<file path="config.mk">
export PLATFORM = sky130hd
export DESIGN_NAME = eth_arp_tx
export DESIGN_NICKNAME = d
export VERILOG_FILES = /design/src/rtl/eth_arp_tx.sv
export SDC_FILE = /design/constraint.sdc
export NUM_CORES = 1
export LEC_CHECK = 0
export CAP_MARGIN = 10
export CORE_MARGIN = 1.5
export CORE_UTILIZATION = 35
export CTS_CLUSTER_DIAMETER = 40
export DETAILED_ROUTE_END_ITERATION = 12
export HOLD_SLACK_MARGIN = 0.05
export SLEW_MARGIN = 20
export SYNTH_ARGS = -nofsm -noshare
export SYNTH_HDL_FRONTEND = slang
export SYNTH_SLANG_ARGS = --single-unit
</file>
<file path="constraint.sdc">
create_clock -name clk -period 2 [get_ports clk]
set_input_delay 0.4 -clock clk [delete_from_list [all_inputs] [get_ports clk]]
set_output_delay 0.4 -clock clk [all_outputs]
set_load 0.01 [all_outputs]
</file>
<file path="src/rtl/eth_arp_tx.sv">
// eth_arp_tx: builds one ARP reply frame per start strobe and streams it as
// 32-bit big-endian words toward the MAC TX port. Rev 1.0
`default_nettype none

module eth_arp_tx #(
  parameter int PAD_TO_60 = 1
) (
  input  logic        clk,
  input  logic        rst_n,
  input  logic        i_start,
  input  logic [47:0] i_self_mac,
  input  logic [31:0] i_self_ip,
  input  logic [47:0] i_req_mac,
  input  logic [31:0] i_req_ip,
  output logic [31:0] o_tx_data,
  output logic        o_tx_sop,
  output logic        o_tx_eop,
  output logic        o_tx_vld,
  output logic [1:0]  o_tx_empty,
  input  logic        i_tx_rdy,
  output logic        o_ready
);

  localparam logic [3:0] c_LAST = (PAD_TO_60 != 0) ? 4'd14 : 4'd10;

  typedef enum logic {
    ST_IDLE = 1'b0,
    ST_SEND = 1'b1
  } state_t;

  state_t      r_state, w_state_nxt;
  logic [3:0]  r_wcnt, w_wcnt_nxt;
  logic        w_latch;
  logic [47:0] r_self_mac, r_req_mac, w_self_mac, w_req_mac;
  logic [31:0] r_self_ip, r_req_ip, w_self_ip, w_req_ip;
  logic [31:0] w_word;
  logic        w_send_nxt;
  logic        w_eop_nxt;

  function automatic logic [31:0] f_word(
    input logic [3:0]  idx,
    input logic [47:0] smac,
    input logic [31:0] sip,
    input logic [47:0] rmac,
    input logic [31:0] rip
  );
    logic [31:0] w;
    w = 32'h0;
    case (idx)
      4'd0:    w = rmac[47:16];
      4'd1:    w = {rmac[15:0], smac[47:32]};
      4'd2:    w = smac[31:0];
      4'd3:    w = 32'h0806_0001;
      4'd4:    w = 32'h0800_0604;
      4'd5:    w = {16'h0002, smac[47:32]};
      4'd6:    w = smac[31:0];
      4'd7:    w = sip;
      4'd8:    w = rmac[47:16];
      4'd9:    w = {rmac[15:0], rip[31:16]};
      4'd10:   w = {rip[15:0], 16'h0000};
      default: w = 32'h0;
    endcase
    return w;
  endfunction

  always_comb begin
    w_state_nxt = r_state;
    w_wcnt_nxt  = r_wcnt;
    w_latch     = 1'b0;
    if (r_state == ST_IDLE) begin
      if (i_start) begin
        w_latch     = 1'b1;
        w_state_nxt = ST_SEND;
        w_wcnt_nxt  = 4'd0;
      end
    end else if (i_tx_rdy) begin
      // In SEND the registered valid is always high, so rdy alone means accepted
      if (r_wcnt == c_LAST) begin
        w_state_nxt = ST_IDLE;
        w_wcnt_nxt  = 4'd0;
      end else begin
        w_wcnt_nxt  = r_wcnt + 4'd1;
      end
    end
  end

  // Outputs are registered, so the next word is built from next-cycle values,
  // taking the live inputs on the cycle they are latched.
  assign w_self_mac = w_latch ? i_self_mac : r_self_mac;
  assign w_self_ip  = w_latch ? i_self_ip  : r_self_ip;
  assign w_req_mac  = w_latch ? i_req_mac  : r_req_mac;
  assign w_req_ip   = w_latch ? i_req_ip   : r_req_ip;
  assign w_word     = f_word(w_wcnt_nxt, w_self_mac, w_self_ip, w_req_mac, w_req_ip);
  assign w_send_nxt = (w_state_nxt == ST_SEND);
  assign w_eop_nxt  = w_send_nxt && (w_wcnt_nxt == c_LAST);

  always_ff @(posedge clk or negedge rst_n) begin
    if (!rst_n) begin
      r_state <= ST_IDLE;
      r_wcnt  <= 4'd0;
    end else begin
      r_state <= w_state_nxt;
      r_wcnt  <= w_wcnt_nxt;
    end
  end

  always_ff @(posedge clk or negedge rst_n) begin
    if (!rst_n) begin
      r_self_mac <= 48'h0;
      r_self_ip  <= 32'h0;
      r_req_mac  <= 48'h0;
      r_req_ip   <= 32'h0;
      o_tx_data  <= 32'h0;
      o_tx_sop   <= 1'b0;
      o_tx_eop   <= 1'b0;
      o_tx_vld   <= 1'b0;
      o_tx_empty <= 2'd0;
      o_ready    <= 1'b1;
    end else begin
      if (w_latch) begin
        r_self_mac <= i_self_mac;
        r_self_ip  <= i_self_ip;
        r_req_mac  <= i_req_mac;
        r_req_ip   <= i_req_ip;
      end
      o_tx_data  <= w_send_nxt ? w_word : 32'h0;
      o_tx_sop   <= w_send_nxt && (w_wcnt_nxt == 4'd0);
      o_tx_eop   <= w_eop_nxt;
      o_tx_vld   <= w_send_nxt;
      o_tx_empty <= (w_eop_nxt && (PAD_TO_60 == 0)) ? 2'd2 : 2'd0;
      o_ready    <= !w_send_nxt;
    end
  end

endmodule

`default_nettype wire

</file>
==> results.py, run 1 <==
metrics = {
    "run_status": {
        "status": "complete, but fails checks",
        "violations": "negative setup slack",
    },
    "synthesis": {
        "synth_seq_area_share": 0.576,
        "ys_top_cells_by_area": "dfrtp_1 (57%), nand2_1 (21%), a22oi_1 (3.6%)",
        "synth_seq_cells": 200,
        "synth.most_common_cell": "nand2_1",
        "synth_top_area_frac": 0.573,
        "synth_cells": 954,
        "synth_top_cell_by_area": "dfrtp_1",
        "netlist_area_mm2": 0.00870,
        "async_flop_share": 1.00,
        "yosys_warnings": 0,
        "synth.distinct_cells": 62,
        "synthFlopType": "dfrtp_1",
        "synth-edff-count": 0,
        "netlist_top_cells_count": "nand2_1 (497), dfrtp_1 (199), a22oi_1 (42)",
        "synth_area_per_cell_um2": 9.12,
    },
    "floorplanning": {
        "initial_utilization": 0.358,
        "die_h_um": 161,
        "io-pin-count": 202,
        "die_area_mm2": 0.0258,
        "coreArea_mm2": 0.0243,
        "num_rows": 57,
        "die_w_um": 161,
    },
    "clocking": {
        "clock_path_buffers": 2,
        "cts_max_level": 4,
        "clock-sinks": 200,
        "clkTransAtPathRegs_ps": 80,
        "cts-buffers-inserted": 17,
        "cts_tree": "done",
        "insertion_delay_ps": 450,
        "cts_root_buf": "clkbuf_16",
    },
    "timing": {
        "period_share": 1.04,
        "rsz0062_at_grt": "yes",
        "drv_slew": 0,
        "timing.setup.tns_ps": -90.2,
        "hold_ws_ps": 447,
        "min_period_ps": 2080,
        "finClkSkew_ps": 15.8,
        "setup-violations-final": 3,
        "fin_ws_ps": -79.2,
        "max_freq_ghz": 0.481,
        "hold_viol_final": 0,
    },
    "power_and_ir_drop": {
        "ir_worst_vdd_mv": 0.616,
        "p_leak_nw": 6.07,
        "p_comb_frac": 0.426,
        "power.density_mw_per_mm2": 1370,
        "p_sw_frac": 0.364,
        "clockPowerShare": 0.206,
        "switchingPower_mw": 6.35,
        "power_frac_seq": 0.368,
        "total_power_mw": 17.5,
        "intPower_mw": 11.1,
    },
    "worst_setup_path": {
        "worst_ep_required_time_ps": 2350,
        "arrival_ps": 2430,
        "crit_fanout": 6,
        "cp-end-kind": "flop",
        "cp-start-kind": "flop",
        "path_class": "flop to flop",
    },
    "cells_and_area": {
        "diodes": 0,
        "final_area_mm2": 0.0128,
        "fin_nets": 1394,
        "fin_cells": 1567,
        "drive_gt1_frac": 0.171,
        "nFillCells": 2247,
        "areaGrowthSynthToFinish_pct": 46.6,
    },
    "drt": {
        "routed_wl_um": 26500,
        "drtAntennaViolNets": 0,
        "vias": 7480,
        "firstDrtPassIters": 7,
        "wl_per_cell_um": 16.9,
        "viasPerCell": 4.77,
        "drt_iter0_drc": 449,
        "drc": 0,
    },
    "placement": {
        "gp_congestion": 0.879,
        "hpwl_um": 18700,
        "port-buffer-count": 199,
        "dp_cells": 1517,
        "placed_area_mm2": 0.0118,
    },
    "global_route": {
        "grt_pass1_vias": 7545,
        "grt-ovfl-total": 0,
        "grt.total_usage": 0.205,
        "grt_max_degree": 47,
        "grt_pass1_wl_um": 41000,
        "antenna_found_initial": 0,
    },
    "hold_path": {
        "hp-class": "input pin to asynchronous set/reset pin",
    },
    "run": {
        "cap_violations": 0,
    },
}
==> final cells by class <==
class | instances | area (um^2) | share of cell area
Sequential cell | 200 | 5010 | 0.393
Multi-Input combinational cell | 684 | 3420 | 0.268
Timing Repair Buffer | 321 | 3260 | 0.255
Clock buffer | 17 | 425 | 0.0334
Tap cell | 324 | 405 | 0.0318
Clock inverter | 15 | 203 | 0.0159
Inverter | 6 | 30.0 | 0.00236
==> layout by cell type (no fill, tap or decap), types with 2 or more instances in the layout <==
cell and instances:
a22o_1 12, clkdlybuf4s50_1 196, clkbuf_16 19, buf_6 3
a21oi_2 6, dfrtp_1 194, and4_1 2, a22oi_2 22
nand4_1 5, inv_1 4, nand2_1 497, clkinv_8 5
nor2_1 7, mux2i_1 2, a22oi_1 30, nand3_1 4
a21oi_1 21, o21ai_0 7, o211a_1 3, nor3_4 2
o21ba_2 2, a32oi_1 4, inv_8 5, dfrtp_2 5
inv_6 3, buf_12 22, clkinv_4 2, a21o_1 4
a31oi_1 15, conb_1 2, o21ai_1 2, buf_4 93
nand3b_1 2
==> worst max-delay path: stages, from the launching register on <==
cell      delay (ps)
dfrtp_2          460
or4b_4           560
o211ai_4         110
a21bo_4          310
buf_6            130
a21oi_2          100
o31ai_1           70
a31oi_1          230
==> sequential cells by signal, indices dropped and copies added, names as in the netlist <==
name	flops
r_self_mac	48
o_ready	1
o_tx_vld	1
r_self_ip	32
o_tx_sop	1
r_req_mac	48
r_req_ip	32
r_wcnt	4
o_tx_data	32
o_tx_eop	1
==> per-stage QoR <==
stage | util | setup slack [ps]
floorplan | - | 50.2
global placement | 0.485 | -442
detailed placement | 0.485 | -511
CTS | 0.511 | -52.1
global route | 0.524 | -103
finish | 0.524 | -79.2
==> what timing repair did <==
action	CTS	global route
hold buffers	1	0
buffers inserted	0	15
resized for setup	3	33
cloned	0	2
pin swaps	0	14
hold endpoints to repair	40	0
setup endpoints to repair	29	32
==> final timing paths <==
path	startpoint	endpoint	slack, ps	cells after the start
worst max-delay path	r_wcnt[0]	o_tx_data[27]	-80	7
worst min-delay path	rst_n	r_self_mac[41]	450	2
worst max register to register	r_wcnt[0]	o_tx_data[27]	-80	7
worst min register to register	r_req_mac[24]	r_req_mac[24]	470	2
max in group asynchronous	rst_n	r_self_mac[35]	890	3
min in group clk	r_req_mac[24]	r_req_mac[24]	470	2
==> kinds of logic after synthesis <==
| group | synth area share |
|---|---|
| compound gates | 0.125 |
| xor+xnor | 0.00101 |
| buf+inv | 0.0450 |
| flops | 0.576 |
| mux | 0.00475 |
| other cells | 0.000431 |
| simple gates | 0.248 |
==> power groups by stage <==
stage | clock, mW | sequential [mW] | combinational, mW
final | 3.61 | 6.43 | 7.43
after global routing | 3.82 | 6.61 | 8.15
after CTS | 3.66 | 6.42 | 6.98
after detailed placement | 0 | 6.49 | 6.93
after global placement | 0 | 6.45 | 6.84
after floorplan | 0 | 6.40 | 3.94
==> routing by layer <==
layer / track usage / vias up / routed length [um]
met5: 0 / - / 0
met4: 0.0752 / 0 / 694
met3: 0.0331 / 44 / 1120
met2: 0.320 / 191 / 12300
met1: 0.290 / 3570 / 12400
li1: - / 3675 / -
Note: power is estimated with default switching activity, not from simulation.
==> run 2: changes to the inputs <==
Settings changed: CORE_UTILIZATION 35 to 45, PLACE_DENSITY set to 0.76, SLEW_MARGIN 20 to unset.
==> results.py, run 2 (synthesis gave the netlist of run 1 again) <==
metrics = {
    "timing": {
        "finClkSkew_ps": 12.7,
        "fin_ws_ps": -39.3,
        "max_freq_ghz": 0.490,
        "setup-violations-final": 2,
        "period_share": 1.02,
        "rsz0062_at_grt": "yes",
        "worst_slew_pin_slew_ps": 556,
        "max_slew_margin": 0.629,
        "drv_slew": 0,
        "hold_viol_final": 0,
        "min_period_ps": 2040,
    },
    "run": {
        "cap_violations": 0,
    },
    "cells_and_area": {
        "diodes": 0,
        "fin_nets": 1399,
        "final_common_cell": "nand2_1",
        "areaGrowthSynthToFinish_pct": 45.5,
        "largestRegisters": "r_req_mac (48), r_self_mac (48)",
        "nFillCells": 1436,
        "layout_common_cells": "nand2_1 (497), dfrtp_1 (196), clkdlybuf4s50_1 (195)",
        "drive_gt1_frac": 0.175,
    },
    "global_route": {
        "antenna_found_initial": 0,
        "grt_pass1_vias": 7624,
        "grt-ovfl-total": 0,
        "grt_max_degree": 62,
        "grt_pass1_wl_um": 39200,
        "grt.total_usage": 0.252,
    },
    "floorplanning": {
        "die_h_um": 142,
        "io-pin-count": 202,
        "die_area_mm2": 0.0202,
        "coreArea_mm2": 0.0188,
        "initial_utilization": 0.462,
        "num_rows": 50,
        "die_w_um": 142,
    },
    "hold_path": {
        "worstHoldEndpoint": "r_req_ip[2]",
        "hp-class": "flop to flop",
        "holdCritStartpoint": "r_req_ip[2]",
        "whs_path_depth": 2,
    },
    "drt": {
        "firstDrtPassIters": 5,
        "drc": 0,
        "viasPerCell": 5.16,
        "drt_iter0_drc": 533,
        "vias": 7776,
        "wl_per_cell_um": 17.2,
        "drtAntennaViolNets": 0,
        "routed_wl_um": 25900,
    },
    "worst_setup_path": {
        "path_class": "flop to flop",
        "r2r-end": "o_tx_data[23]",
        "cp-end-kind": "flop",
        "worstPathCellList": "clkbuf_2 -> or4b_4 -> o211ai_4 -> a21bo_4 -> nor2_8 -> buf_12 -> a22oi_2 -> a21oi_1",
        "crit_fanout": 9,
        "reg2reg_depth": 8,
        "worst_ep_required_time_ps": 2350,
        "cp-start-kind": "flop",
        "cp_slowest_cell": "or4b_4",
        "r2r-start": "r_wcnt[1]",
        "arrival_ps": 2390,
        "rrSetupSlack_ps": -40,
        "slowest_delay_ps": 490,
    },
    "placement": {
        "gp_congestion": 0.929,
        "port-buffer-count": 199,
        "hpwl_um": 18300,
        "pre_cts_slack_ps": -478,
    },
    "run_status": {
        "status": "complete, but fails checks",
        "violations": "negative setup slack",
    },
    "clocking": {
        "insertion_delay_ps": 440,
        "clock_path_buffers": 2,
        "cts_tree": "done",
        "cts_max_level": 4,
        "cts-buffers-inserted": 17,
        "clkTransAtPathRegs_ps": 80,
        "clock-sinks": 200,
        "cts_root_buf": "clkbuf_16",
    },
    "power_and_ir_drop": {
        "power.density_mw_per_mm2": 1410,
        "p_leak_nw": 6.10,
        "total_power_mw": 17.8,
        "ir_worst_vdd_mv": 0.840,
    },
}
[run 2: cell count changes in the layout (fill, tap and decap cells not counted), moves of 3 or more]
cell,change
inv_8,-3
buf_4,+7
o21ai_1,+3
buf_12,-5
clkinv_8,-4
inv_6,+5
[run 2: worst max path at each step]
stage / from / endpoint / slack (ps) / cells after the start
3_3_place_gp: i_tx_rdy / o_tx_data[15] / -360 / 9
4_1_cts: o_tx_vld / o_tx_data[27] / 10 / 7
6_report: r_wcnt[1] / o_tx_data[23] / -40 / 8
5_1_grt: r_wcnt[1] / o_tx_data[23] / -70 / 10
2_1_floorplan: o_tx_vld / o_tx_data[22] / 50 / 8
3_5_place_dp: i_tx_rdy / o_tx_data[14] / -480 / 9
[run 2: through the flow]
| step | setup TNS [ps] | cells | hold WS [ps] | area, um^2 | utilization |
|---|---|---|---|---|---|
| after detailed placement | -14310 | 1460 | 428 | 11700 | 0.622 |
| after CTS | 0 | 1495 | 469 | 12400 | 0.658 |
| after global routing | -798 | 1508 | 490 | 12700 | 0.672 |
| after global placement | -11880 | 1460 | 429 | 11700 | 0.622 |
| after floorplan | 0 | 955 | 104 | 8700 | - |
| final | -40.6 | 1508 | 468 | 12700 | 0.672 |
[run 2: area by class of cell]
class | instances | area [um^2] | share of cell area
multi-input cells | 684 | 3430 | 0.271
clock inverters | 15 | 204 | 0.0161
inverters | 6 | 30.0 | 0.00237
repair buffers | 326 | 3240 | 0.256
clock buffers | 17 | 425 | 0.0336
well taps | 260 | 325 | 0.0257
flip-flops and latches | 200 | 5010 | 0.396
[run 2: where the power goes]
group	switching (mW)	internal [mW]	total, mW
registers	0.597	5.85	6.45
logic	4.13	3.56	7.69
clock network	1.64	2.03	3.67
total	6.36	11.4	17.8
[run 2: routing by layer]
layer	routed length [um]	track usage	vias to the layer above	share of wire
met4	578	0.0863	0	0.022
met3	1220	0.0370	42	0.047
met1	11300	0.341	3784	0.44
met5	0	0	-	0
met2	12800	0.419	266	0.49
li1	-	-	3684	-
[run 2: critical path, delay by kind of cell, from the launching register on]
family | cells | cell delay (ps)
AND/OR/NAND/NOR | 2 | 640
buffers and inverters | 2 | 320
flip-flops | 1 | 360
AO/OA/AOI/OAI | 4 | 640
[run 2: repair_timing]
item                       CTS  global route
pin swaps                    3            14
gates cloned                 0             2
setup endpoints to repair   13            30
hold buffers                 1             0
gates resized for setup      7            33
hold endpoints to repair    54             0
buffers inserted             2            11
